**config.mk**
```make
export PLATFORM = sky130hd
export DESIGN_NAME = bcd_time_counter
export DESIGN_NICKNAME = d
export VERILOG_FILES = /design/src/rtl/time_pkg.sv /design/src/rtl/bcd_digit_counter.sv /design/src/rtl/bcd_time_counter.sv
export SDC_FILE = /design/constraint.sdc
export NUM_CORES = 1
export LEC_CHECK = 0
export BUFFER_PORTS_ARGS = -buffer_cell sky130_fd_sc_hd__buf_4
export CAP_MARGIN = 15
export CORE_MARGIN = 4
export CORE_UTILIZATION = 50
export DETAILED_ROUTE_END_ITERATION = 12
export PLACE_DENSITY = 0.78
export SLEW_MARGIN = 20
export SYNTH_ARGS = -nofsm -noshare
export SYNTH_HDL_FRONTEND = slang
export SYNTH_SLANG_ARGS = --single-unit
export TNS_END_PERCENT = 20
```
**constraint.sdc**
```tcl
create_clock -name clk -period 2.1 [get_ports clk]
set_input_delay 0.21 -clock clk [delete_from_list [all_inputs] [get_ports clk]]
set_output_delay 0.21 -clock clk [all_outputs]
set_load 0.01 [all_outputs]
```
**src/rtl/time_pkg.sv**
```systemverilog
// Shared types and helpers for the BCD time-of-day counter.
//   bcd_digit_t : 4-bit BCD digit
//   time_t      : packed HH:MM + pm payload
//   time_valid  : range check of a candidate time for the given hour mode
package time_pkg;

   typedef logic [3:0] bcd_digit_t;

   localparam int unsigned HR_MODE_12   = 12;
   localparam int unsigned HR_MODE_24   = 24;
   localparam int unsigned MIN_TENS_MAX = 5;
   localparam int unsigned BCD_MAX      = 9;

   typedef struct packed {
      logic [1:0] hr_tens;
      bcd_digit_t hr_units;
      logic [2:0] min_tens;
      bcd_digit_t min_units;
      logic       pm;
   } time_t;

   // Digits must be legal BCD and the hour must sit in the mode's range.
   function automatic logic time_valid(time_t t, int unsigned mode);
      logic       digits_ok;
      logic [5:0] hour;
      digits_ok = (t.min_units <= 4'(BCD_MAX)) &&
                  (t.min_tens  <= 3'(MIN_TENS_MAX)) &&
                  (t.hr_units  <= 4'(BCD_MAX));
      hour = 6'(t.hr_tens) * 6'd10 + 6'(t.hr_units);
      if (mode == HR_MODE_12) begin
         return digits_ok && (hour >= 6'd1) && (hour <= 6'd12);
      end
      return digits_ok && (hour <= 6'd23);
   endfunction

endpackage

```
**src/rtl/bcd_digit_counter.sv**
```systemverilog
// Single wrapping digit counter.
//   clk       : clock
//   clear     : synchronous clear to 0 (highest priority)
//   inc       : advance by one, wrapping MAX -> 0
//   load      : load load_val (beats inc)
//   load_val  : value for load
//   q         : registered digit
//   carry_out : combinational, high when q == MAX and inc
module bcd_digit_counter #(
   parameter int unsigned W   = 4,
   parameter int unsigned MAX = 9
) (
   input  logic         clk,
   input  logic         clear,
   input  logic         inc,
   input  logic         load,
   input  logic [W-1:0] load_val,
   output logic [W-1:0] q,
   output logic         carry_out
);

   assign carry_out = inc && (q == W'(MAX));

   // Digit register: clear > load > inc
   always_ff @(posedge clk) begin
      if (clear) begin
         q <= '0;
      end else if (load) begin
         q <= load_val;
      end else if (inc) begin
         q <= carry_out ? '0 : q + W'(1);
      end
   end

endmodule

```
**src/rtl/bcd_time_counter.sv**
```systemverilog
// BCD HH:MM time-of-day counter with tick prescaler, validated load and
// midnight rollover pulse. Optional alarm enabled by macro BCD_TIME_ALARM_EN.
//   clk, reset          : clock, synchronous active-high reset
//   tick                : advance strobe, one minute per DIV ticks
//   load_valid/ready    : time-load handshake (ld_* digits, ld_pm)
//   load_err            : pulse, previous-cycle load (or alarm set) rejected
//   hr_*, min_*, pm     : current time
//   day_carry           : pulse on midnight rollover
//   alarm_set, al_*     : (alarm build) latch alarm time
//   alarm_hit           : (alarm build) pulse when an advance reaches the alarm
module bcd_time_counter
   import time_pkg::*;
#(
   parameter int unsigned DIV     = 1,
   parameter int unsigned HR_MODE = 24
) (
   input  logic       clk,
   input  logic       reset,
   input  logic       tick,
   input  logic       load_valid,
   output logic       load_ready,
   input  logic [1:0] ld_hr_tens,
   input  logic [3:0] ld_hr_units,
   input  logic [2:0] ld_min_tens,
   input  logic [3:0] ld_min_units,
   input  logic       ld_pm,
   output logic       load_err,
   output logic [1:0] hr_tens,
   output logic [3:0] hr_units,
   output logic [2:0] min_tens,
   output logic [3:0] min_units,
   output logic       pm,
   output logic       day_carry
`ifdef BCD_TIME_ALARM_EN
   ,
   input  logic       alarm_set,
   input  logic [1:0] al_hr_tens,
   input  logic [3:0] al_hr_units,
   input  logic [2:0] al_min_tens,
   input  logic [3:0] al_min_units,
   input  logic       al_pm,
   output logic       alarm_hit
`endif
);

   localparam int unsigned PW     = $clog2(DIV + 1);
   localparam bit          IS12   = (HR_MODE == HR_MODE_12);
   localparam logic [1:0]  HT_RST = IS12 ? 2'd1 : 2'd0;
   localparam logic [3:0]  HU_RST = IS12 ? 4'd2 : 4'd0;

   time_t         ld_t;
   logic          load_acc, load_ok, load_bad, err_c;
   logic          tick_eff, presc_hit, adv;
   logic [PW-1:0] presc;
   logic          mu_carry, mt_carry, hr_adv;
   logic [1:0]    hr_tens_n;
   logic [3:0]    hr_units_n;
   logic          pm_n, roll_c;

   // Ready follows reset directly so a request is never dropped outside reset.
   assign load_ready = ~reset;

   // Load candidate; pm is meaningless in 24h mode and forced low.
   always_comb begin
      ld_t.hr_tens   = ld_hr_tens;
      ld_t.hr_units  = ld_hr_units;
      ld_t.min_tens  = ld_min_tens;
      ld_t.min_units = ld_min_units;
      ld_t.pm        = IS12 ? ld_pm : 1'b0;
   end

   assign load_acc = load_valid & ~reset;
   assign load_ok  = load_acc & time_valid(ld_t, HR_MODE);
   assign load_bad = load_acc & ~time_valid(ld_t, HR_MODE);

   // A valid load swallows any same-cycle tick; an invalid one does not.
   assign tick_eff  = tick & ~reset & ~load_ok;
   assign presc_hit = (presc == PW'(DIV - 1));
   assign adv       = tick_eff & presc_hit;

   // Tick prescaler
   always_ff @(posedge clk) begin
      if (reset || load_ok) begin
         presc <= '0;
      end else if (tick_eff) begin
         presc <= presc_hit ? '0 : presc + PW'(1);
      end
   end

   // Minute digits
   bcd_digit_counter #(.W(4), .MAX(BCD_MAX)) u_min_units (
      .clk       (clk),
      .clear     (reset),
      .inc       (adv),
      .load      (load_ok),
      .load_val  (ld_min_units),
      .q         (min_units),
      .carry_out (mu_carry)
   );

   bcd_digit_counter #(.W(3), .MAX(MIN_TENS_MAX)) u_min_tens (
      .clk       (clk),
      .clear     (reset),
      .inc       (mu_carry),
      .load      (load_ok),
      .load_val  (ld_min_tens),
      .q         (min_tens),
      .carry_out (mt_carry)
   );

   assign hr_adv = mt_carry;

   // Hour pair next value; wrap depends on the tens digit and the mode.
   always_comb begin
      hr_tens_n  = hr_tens;
      hr_units_n = hr_units;
      pm_n       = pm;
      roll_c     = 1'b0;
      if (load_ok) begin
         hr_tens_n  = ld_t.hr_tens;
         hr_units_n = ld_t.hr_units;
         pm_n       = ld_t.pm;
      end else if (hr_adv) begin
         if (IS12) begin
            if (hr_tens == 2'd1 && hr_units == 4'd2) begin
               hr_tens_n  = 2'd0;
               hr_units_n = 4'd1;
            end else if (hr_tens == 2'd1 && hr_units == 4'd1) begin
               // 11:59 -> 12:00 flips the half-day; only PM->AM ends the day
               hr_units_n = 4'd2;
               pm_n       = ~pm;
               roll_c     = pm;
            end else if (hr_units == 4'(BCD_MAX)) begin
               hr_tens_n  = hr_tens + 2'd1;
               hr_units_n = 4'd0;
            end else begin
               hr_units_n = hr_units + 4'd1;
            end
         end else begin
            if (hr_tens == 2'd2 && hr_units == 4'd3) begin
               hr_tens_n  = 2'd0;
               hr_units_n = 4'd0;
               roll_c     = 1'b1;
            end else if (hr_units == 4'(BCD_MAX)) begin
               hr_tens_n  = hr_tens + 2'd1;
               hr_units_n = 4'd0;
            end else begin
               hr_units_n = hr_units + 4'd1;
            end
         end
      end
   end

   // Hour, pm and status pulse registers
   always_ff @(posedge clk) begin
      if (reset) begin
         hr_tens   <= HT_RST;
         hr_units  <= HU_RST;
         pm        <= 1'b0;
         day_carry <= 1'b0;
         load_err  <= 1'b0;
      end else begin
         hr_tens   <= hr_tens_n;
         hr_units  <= hr_units_n;
         pm        <= pm_n;
         day_carry <= roll_c;
         load_err  <= err_c;
      end
   end

`ifdef BCD_TIME_ALARM_EN
   time_t al_t, al_q, nxt_t;
   logic  al_en, al_ok, al_bad;

   // Alarm candidate and the time an advance would produce this cycle
   always_comb begin
      al_t.hr_tens    = al_hr_tens;
      al_t.hr_units   = al_hr_units;
      al_t.min_tens   = al_min_tens;
      al_t.min_units  = al_min_units;
      al_t.pm         = IS12 ? al_pm : 1'b0;
      nxt_t.hr_tens   = hr_tens_n;
      nxt_t.hr_units  = hr_units_n;
      nxt_t.min_tens  = mt_carry ? 3'd0 : (mu_carry ? min_tens + 3'd1 : min_tens);
      nxt_t.min_units = mu_carry ? 4'd0 : min_units + 4'd1;
      nxt_t.pm        = pm_n;
   end

   assign al_ok  = alarm_set & ~reset & time_valid(al_t, HR_MODE);
   assign al_bad = alarm_set & ~reset & ~time_valid(al_t, HR_MODE);
   assign err_c  = load_bad | al_bad;

   // Alarm register; compares against the alarm held before this cycle's set
   always_ff @(posedge clk) begin
      if (reset) begin
         al_en     <= 1'b0;
         al_q      <= '0;
         alarm_hit <= 1'b0;
      end else begin
         alarm_hit <= adv & al_en & (nxt_t == al_q);
         if (al_ok) begin
            al_q  <= al_t;
            al_en <= 1'b1;
         end
      end
   end
`else
   assign err_c = load_bad;
`endif

endmodule
```
**Word level (Yosys, flattened, before mapping)**

Index checks and enable logic that the tools add are counted.
W data, S select, Z words.

- Bits in registers: 16
- Input port bits: 18
- Output and inout port bits: 17
- Logic and storage cells: 63

- Add/sub/neg operators: 6
- Multiply operators: 1
- Order comparisons: 4
- Eq/ne operators: 5
- Mux-type cells: 16
- Bitwise operators: 11
- Reduce and logical (&&, ||, !) cells: 13

Operator list:

| kind | number |
|---|---|
| $mux W4 | 7 |
| $mux W3 | 3 |
| $add A4 B1 Y4 const B | 2 |
| $eq A4 B4 Y1 const B | 2 |
| $le A4 B4 Y1 const B | 2 |
| $mux W2 | 4 |
| $add A6 B4 Y6 | 1 |
| $and A1 B1 Y1 | 6 |
| $le A6 B5 Y1 const B | 1 |
| $logic_and A1 B1 Y1 | 6 |
| $reduce_bool A2 Y1 | 3 |
| $mul A2 B3 Y5 const B | 1 |
| $not A1 Y1 | 5 |
| $eq A4 B2 Y1 const B | 1 |
| $add A3 B1 Y3 const B | 1 |
| $eq A3 B3 Y1 const B | 1 |
| $le A3 B3 Y1 const B | 1 |
| $reduce_bool A3 Y1 | 1 |
| $reduce_or A3 Y1 | 1 |
| $add A2 B1 Y2 const B | 1 |
| $eq A2 B2 Y1 const B | 1 |
| $mux W1 | 2 |
| $reduce_and A2 Y1 | 1 |
| $add A1 B1 Y1 const B | 1 |
| $logic_or A1 B1 Y1 | 1 |

**Logic depth before layout (Yosys ltp)**

Gate-level depths: netlist (run 1).

- Depth in word-level cells: 13
- Gate-level depth with buffers: 8
- Gate-level depth less buffers: 7

**By module**

A second synthesis (run 1) with hierarchy kept.

- Cell total of the unflattened synthesis: 125
- Area, all modules: 1052.3 um^2

Modules (own cells, without submodules):

| module | instances | cells each | area each (um^2) |
|---|---|---|---|
| bcd_time_counter | 1 | 71 | 606.8 |
| bcd_digit_counter (u_min_units) | 1 | 30 | 252.7 |
| bcd_digit_counter (u_min_tens) | 1 | 24 | 192.7 |

**Least setup slack after synthesis (run 1)**

Ideal clock, no wire load.

- Kind: input to register
- Start point: in ld_hr_tens[0]
- End point: reg hr_units[2]
- Library setup time: 0.086 ns
- Data arrival time: 1.782 ns
- Data required time: 2.014 ns
- Path slack: 0.233 ns
- Stages on the path: 8
- Buffers on the path: 1
- Path through: ha_1 > inv_1 > fa_1 > and2b_1 > o2111ai_4 > clkbuf_1 > nor4_1 > a211oi_1

- Cells in the longest elaborated chain, start to end: 11

RTL lines:

| item | line | text |
|---|---|---|
| start: declaration | bcd_time_counter.sv:22 | `input logic [1:0] ld_hr_tens,` |
| $mul A2 B3 Y5 * | time_pkg.sv:29 | `hour = 6'(t.hr_tens) * 6'd10 + 6'(t.hr_units);` |
| $add A6 B4 Y6 * | time_pkg.sv:29 |  |
| $le A6 B5 Y1 * | time_pkg.sv:33 | `return digits_ok && (hour <= 6'd23);` |
| $logic_and A1 B1 Y1 * | time_pkg.sv:33 |  |
| $and A1 B1 Y1 * | bcd_time_counter.sv:73 | `assign load_ok = load_acc & time_valid(ld_t, HR_MODE);` |
| $not A1 Y1 | bcd_time_counter.sv:77 | `assign tick_eff = tick & ~reset & ~load_ok;` |
| $and A1 B1 Y1 | bcd_time_counter.sv:77 |  |
| $and A1 B1 Y1 | bcd_time_counter.sv:79 | `assign adv = tick_eff & presc_hit;` |
| $logic_and A1 B1 Y1 (2 in a row) | bcd_digit_counter.sv:22 | `assign carry_out = inc && (q == W'(MAX));` |
| $reduce_bool A2 Y1 (no source line) | - |  |
| end signal: assignment | bcd_time_counter.sv:164 | `hr_units <= hr_units_n;` |
| end: declaration | bcd_time_counter.sv:29 | `output logic [3:0] hr_units,` |

Every way passes the cells marked *; elsewhere a longest branch is shown, timed or not.
A chain may end at the register's enable or synchronous reset.

**Final worst setup path (run 1)**

- Start point: reg u_min_units.q[0]
- End point: reg u_min_tens.q[0]

- Cells in the longest elaborated chain, start to end: 6

RTL lines:

| item | line | text |
|---|---|---|
| start: declaration | bcd_digit_counter.sv:18 | `output logic [W-1:0] q,` |
| start signal: assignment | bcd_digit_counter.sv:29 | `q <= load_val;` |
| start signal: assignment | bcd_digit_counter.sv:31 | `q <= carry_out ? '0 : q + W'(1);` |
| $eq A4 B4 Y1 * | bcd_digit_counter.sv:22 |  |
| $logic_and A1 B1 Y1 * | bcd_digit_counter.sv:22 |  |
| $logic_and A1 B1 Y1 | bcd_digit_counter.sv:22 |  |
| $mux W3 | bcd_digit_counter.sv:31 |  |
| $mux W3 | bcd_digit_counter.sv:30 | `end else if (inc) begin` |
| $mux W3 | bcd_digit_counter.sv:28 | `end else if (load) begin` |
| end signal: assignment | bcd_digit_counter.sv:29 |  |
| end signal: assignment | bcd_digit_counter.sv:31 |  |
| end: declaration | bcd_digit_counter.sv:18 |  |

Every way passes the cells marked *; elsewhere a longest branch is shown, timed or not. The select of a mux whose other input is x is not followed.

==> summary.txt, run 1 <==
Final Wtd Congestion -> 0.762
Seq cells post-synth -> 15
Req. time, crit path -> 2.26 ns
number of synthesized flops with an enable pin -> 0
post-route ant nets -> 0
Fillers -> 197
RSZ-0062 raised after global routing -> false
post-cts resize count -> 0
synth-to-layout area growth -> 27.2%
Num CTS Buffers -> 3
setup violators final -> 0
Final Hold Vio Count -> 0
hold_buf cts -> 0
worst r2r src -> u_min_units.q[0]
nets -> 197
CP Capture Type -> flip-flop
clock sinks -> 15
Seq/Total Area, Yosys -> 0.261
core area -> 0.00219 mm2
peak supply drop -> 0.000393 V
clock latency on the worst-skew pair -> 0.29 ns
commonest non-fill, non-tap cell in the layout -> buf_4
Die Width -> 55.9 um
status -> finished, final reports clean
Worst Path Buf+Inv -> 1
cells on worst reg2reg path -> 5
CP max FO -> 11
FFs w/ async S/R, synth -> 0
Die Area -> 0.00313 mm2
Reg2Reg Capture Point -> u_min_tens.q[0]
hold wc startpoint -> load_valid
Worst Hold Class -> in2reg
post-synth cell types -> 43
initial antenna violation count -> 0
commonest register cell after synthesis -> dfxtp_1
leakage -> 0.599 nW
fin util -> 0.667
Die Ht -> 55.9 um
IO Port Bufs -> 32
layout cell share with drive strength beyond 1 -> 0.276
antenna cells -> 0
CTS tree -> done
Iter 0 DRT Violations -> 19
Worst path max stage delay -> 0.45 ns
GRT Util Overall -> 0.189
Data arrival, critical path -> 1.99 ns
critical path class -> reg2reg
grt ovf -> 0
worst-path cell chain -> ha_1 -> inv_1 -> nor2_1 -> mux2i_1 -> a211oi_1
Slew Limit Fails -> 0
Setup Buffers After CTS -> 0
Clock transition at path regs -> 0.10 ns
min cycle time layout -> 1.83 ns
Layout Skew -> 0.00881 ns
via density per instance -> 5.98
vias in the first global route -> 1089
hold depth -> 3
CP max stage cell -> dfxtp_1
initial core utilization -> 0.524
final wirelength -> 2900 um
detailed-route wire length per cell -> 14.7 um
first-pass GRT wire length -> 4840 um
Syn Nets -> 161
syn avg cell area -> 8.51 um2
pwr/cell area -> 505 mW/mm2
Synth Instances -> 135
Synth Cell Area -> 0.00115 mm2
DRT Pass-1 Iters -> 4
worst reg-to-reg setup slack -> 0.27 ns
# DRC -> 0
Pwr Total -> 0.738 mW
htree depth -> 1
HPWL after DPL -> 2250 um
final worst-path cycle share -> 0.874
total number of vias -> 1185
Worst path depth -> 5
most frequent cells in the layout -> buf_4 (40), dfxtp_1 (15), nor4_1 (11), a211oi_1 (11)
Worst Hold End -> load_err
Max Fclk -> 0.545 GHz
crit start category -> flip-flop
maxcap violations -> 0
critical path's top delay family -> flip-flops
warnings from Yosys -> 0
num ports -> 35
root buffer cell -> clkbuf_4
Fin Setup TNS -> 0 ns
Core Rows -> 17
largest net degree at the start of global routing -> 17
Clock Path Buffers -> 2
[registers in the layout, summed over array words and instances, names as in the netlist]
register	cells
hr_tens	2
load_err	1
u_min_tens.q	3
hr_units	4
day_carry	1
u_min_units.q	4
[worst reg2reg max path: stages (launching register included)]
cell and delay, ns:
dfxtp_1 0.45, ha_1 0.43, inv_1 0.11, nor2_1 0.37, mux2i_1 0.26, a211oi_1 0.09
[cells by family (layout without fill, tap and decap cells)]
logic type,Yosys count,after routing,synth area share
flip-flops,15,15,0.261
buffers and inverters,18,53,0.0719
multiplexers,6,6,0.0523
other,1,1,0.00326
AO/OA/AOI/OAI,35,35,0.230
XOR/XNOR,4,4,0.0305
AND/OR/NAND/NOR,48,48,0.257
adder cells (fa/ha/maj),8,8,0.0937
[area by class of cell]
class,count,area [um2],area share
clock buffers,4,26.3,0.0180
well taps,28,35.0,0.0240
repair buffers,40,300,0.205
inverters,9,33.8,0.0231
multi-input cells,102,766,0.524
flip-flops and latches,15,300,0.205
[cells in the mapped netlist (all sizes together), types with 2 or more instances]
master | number | share of area
dfxtp | 15 | 0.26
o41ai | 2 | 0.015
nor2b | 4 | 0.022
nand2 | 8 | 0.026
nand3 | 2 | 0.0087
ha | 7 | 0.076
xor2 | 3 | 0.023
o21ai | 4 | 0.024
buf | 3 | 0.023
nand4 | 3 | 0.016
a21oi | 9 | 0.039
mux2i | 6 | 0.052
nor3 | 2 | 0.0087
clkbuf | 6 | 0.020
a211oi | 11 | 0.072
nor2 | 3 | 0.0098
inv | 9 | 0.029
a22oi | 3 | 0.020
nor4 | 11 | 0.060
or3 | 4 | 0.026
nand3b | 2 | 0.013
o2111ai | 2 | 0.031
[through the flow]
stage	cells	hold slack, ns	instance area (um2)	setup WS (ns)
after CTS	198	0.167	1460	0.291
after detailed placement	194	0.462	1440	0.0462
final	198	0.168	1460	0.265
after global placement	194	0.470	1440	0.0979
after floorplan	135	0.348	1150	0.233
after global routing	198	0.176	1460	0.110
[power breakdown]
group / leakage (nW) / internal (mW) / total (mW) / switching [mW]
registers: 0.123 / 0.305 / 0.332 / 0.0271
logic: 0.462 / 0.112 / 0.231 / 0.119
clock network: 0.0150 / 0.0739 / 0.176 / 0.102
total: 0.599 / 0.491 / 0.738 / 0.247
[how the worst max path moves through the flow]
stage / start / endpoint / slack, ns
after floorplan: ld_hr_tens[0] / hr_units[2] / 0.23
after global placement: ld_hr_tens[0] / hr_units[3] / 0.1
after detailed placement: ld_hr_tens[0] / hr_units[3] / 0.05
after CTS: u_min_units.q[0] / u_min_tens.q[0] / 0.29
after global routing: u_min_units.q[0] / u_min_tens.q[1] / 0.11
final: u_min_units.q[0] / u_min_tens.q[0] / 0.27
[per-layer routing]
layer / vias to the layer above / wire [um] / GRT usage
li1: 581 / - / -
met1: 564 / 1350 / 0.254
met2: 34 / 1330 / 0.297
met3: 6 / 142 / 0.0232
met4: 0 / 76 / 0.0915
met5: - / 0 / 0
No activity file was read; power rests on OpenSTA's default activity.
==> run 2: changes to the inputs <==
--- a/config.mk
+++ b/config.mk
@@ -8,7 +8,9 @@
 export BUFFER_PORTS_ARGS = -buffer_cell sky130_fd_sc_hd__buf_4
 export CAP_MARGIN = 15
 export CORE_MARGIN = 4
-export CORE_UTILIZATION = 50
+export CORE_UTILIZATION = 48
+export CTS_BUF_LIST = sky130_fd_sc_hd__clkbuf_2 sky130_fd_sc_hd__clkbuf_4 sky130_fd_sc_hd__clkbuf_8
+export CTS_CLUSTER_SIZE = 12
 export DETAILED_ROUTE_END_ITERATION = 12
 export PLACE_DENSITY = 0.78
 export SLEW_MARGIN = 20
==> constraint.sdc (replaced) <==
create_clock -name clk -period 1.64 [get_ports clk]
set_input_delay 0.164 -clock clk [delete_from_list [all_inputs] [get_ports clk]]
set_output_delay 0.164 -clock clk [all_outputs]
set_load 0.01 [all_outputs]
==> run 2 against run 1 <==
Against the previous run: the run now ends with negative setup slack left; cell area rose by 15%; flip-flop and latch count did not move; worst hold slack got worse by 0.027 ns; critical path depth rose by 4; non-clock buffer count rose by 15; via count rose by 12%; clock power rose by 43%; cell count rose by 8.1%; first-iteration DRC count rose by 74%; clock-buffer cell count did not move; worst setup slack got worse by 0.35 ns; clock skew fell by 0.0070 ns; highest routed layer unchanged.
==> summary.txt, run 2 (synthesis gave the netlist of run 1 again) <==
status -> complete, but fails checks
failing checks -> negative setup slack
Setup WS pre-CTS -> -0.301 ns
Final Hold Vio Count -> 0
# DRC -> 0
Setup WS post-layout -> -0.0860 ns
synth-to-layout area growth -> 46.2%
Die Area -> 0.00324 mm2
dpl cells -> 209
Slew Limit Fails -> 0
nets -> 213
final worst-path cycle share -> 1.05
initial core utilization -> 0.509
Layout Skew -> 0.00185 ns
pwr/cell area -> 629 mW/mm2
via density per instance -> 6.19
grt peak-use layer -> met2
Worst Hold Class -> in2reg
largest net degree at the start of global routing -> 17
antenna cells -> 0
clock sinks -> 15
fin util -> 0.745
Clock transition at path regs -> 0.10 ns
Die Width -> 56.9 um
total number of vias -> 1324
grt ovf -> 0
Fin Setup TNS -> -0.0860 ns
DP Area -> 0.00158 mm2
layout cell share with drive strength beyond 1 -> 0.435
Worst Path Buf+Inv -> 3
CP Capture Type -> flip-flop
Post-Layout Cell Count -> 214
met2 Track Usage GR -> 0.382
Min Hold Slack -> 0.141 ns
Iter 0 DRT Violations -> 33
setup violators final -> 1
Largest regs -> hr_units (4), u_min_units.q (4), u_min_tens.q (3)
core area -> 0.00225 mm2
CTS tree -> done
CP max stage cell -> nor4_1
leakage -> 0.690 nW
CP max FO -> 6
commonest non-fill, non-tap cell in the layout -> buf_4
Worst Max-Slew Pin Slew -> 0.532 ns
Worst path max stage delay -> 0.48 ns
cell mode on critical path -> buf_4
critical path's top delay family -> simple AND/OR/NAND/NOR gates
maxcap violations -> 0
HPWL after DPL -> 2710 um
root buffer cell -> clkbuf_4
GRT Util Overall -> 0.212
met1 GRT Util -> 0.264
critical path class -> in2reg
num ports -> 35
hold_buf cts -> 0
Num CTS Buffers -> 3
Data arrival, critical path -> 1.89 ns
worst-path cell chain -> buf_4 -> ha_4 -> inv_2 -> fa_2 -> and2b_1 -> o2111ai_4 -> buf_4 -> nor4_1 -> a211oi_1
Max Fclk -> 0.579 GHz
htree depth -> 1
met3 usage -> 0.0322
clock latency on the worst-skew pair -> 0.29 ns
Die Ht -> 56.9 um
Setup Buffers After CTS -> 0
Req. time, crit path -> 1.80 ns
post-route ant nets -> 0
DRT Pass-1 Iters -> 4
Final Wtd Congestion -> 0.788
vias in the first global route -> 1272
peak supply drop -> 0.000522 V
final instance area -> 0.00168 mm2
final wirelength -> 3760 um
RSZ-0062 raised after global routing -> true
Fillers -> 175
Pwr Total -> 1.06 mW
most frequent cells in the layout -> buf_4 (55), dfxtp_1 (15), a21oi_1 (9), inv_1 (8), nand2_1 (8)
initial antenna violation count -> 0
first-pass GRT wire length -> 5560 um
Clock Path Buffers -> 2
max_slew headroom -> 0.640
detailed-route wire length per cell -> 17.6 um
min cycle time layout -> 1.73 ns
crit start category -> input port
IO Port Bufs -> 32
Core Rows -> 17
==> run 2: cell count changes in the layout (fill, tap and decap cells not counted), moves of 4 or more <==
cell	change
a211oi_2	+5
buf_4	+15
a211oi_1	-5
nor4_1	-4
nor4_2	+4
==> run 2: power breakdown <==
part | internal (mW) | switching (mW)
logic | 0.189 | 0.198
clock network | 0.111 | 0.140
registers | 0.390 | 0.0282
==> run 2: area by class of cell <==
| type | count | area (um2) | share of cell area |
|---|---|---|---|
| inverters | 9 | 33.8 | 0.0201 |
| flip-flops and latches | 15 | 300 | 0.179 |
| multi-input cells | 103 | 867 | 0.516 |
| well taps | 28 | 35.0 | 0.0209 |
| repair buffers | 55 | 413 | 0.246 |
| clock buffers | 4 | 30.0 | 0.0179 |
==> run 2: timing repair <==
item	4_1_cts	5_1_grt
cloned	0	1
resized for setup	1	11
pin swaps	1	1
setup endpoints to repair	2	11
==> run 2: worst register-to-register path: stages (launching register included) <==
cell and delay [ns]:
dfxtp_1 0.35, inv_1 0.08, ha_1 0.20, and3_1 0.29, nand4_1 0.14, mux2i_1 0.17
a211oi_1 0.28
==> run 2: worst paths after layout <==
| kind | start | slack (ns) | endpoint | cells after the start |
|---|---|---|---|---|
| worst min-delay path | ld_min_units[0] | 0.14 | u_min_units.q[0] | 3 |
| worst max register to register | u_min_tens.q[1] | 0.04 | hr_units[2] | 6 |
| worst min register to register | hr_tens[1] | 0.54 | hr_tens[1] | 2 |
| worst max-delay path | ld_hr_tens[0] | -0.09 | hr_units[2] | 9 |
==> run 2: layer usage <==
metal,wire length (um),share of wire
met5,0,0
met4,82,0.022
met3,241,0.064
met2,1910,0.51
met1,1530,0.41
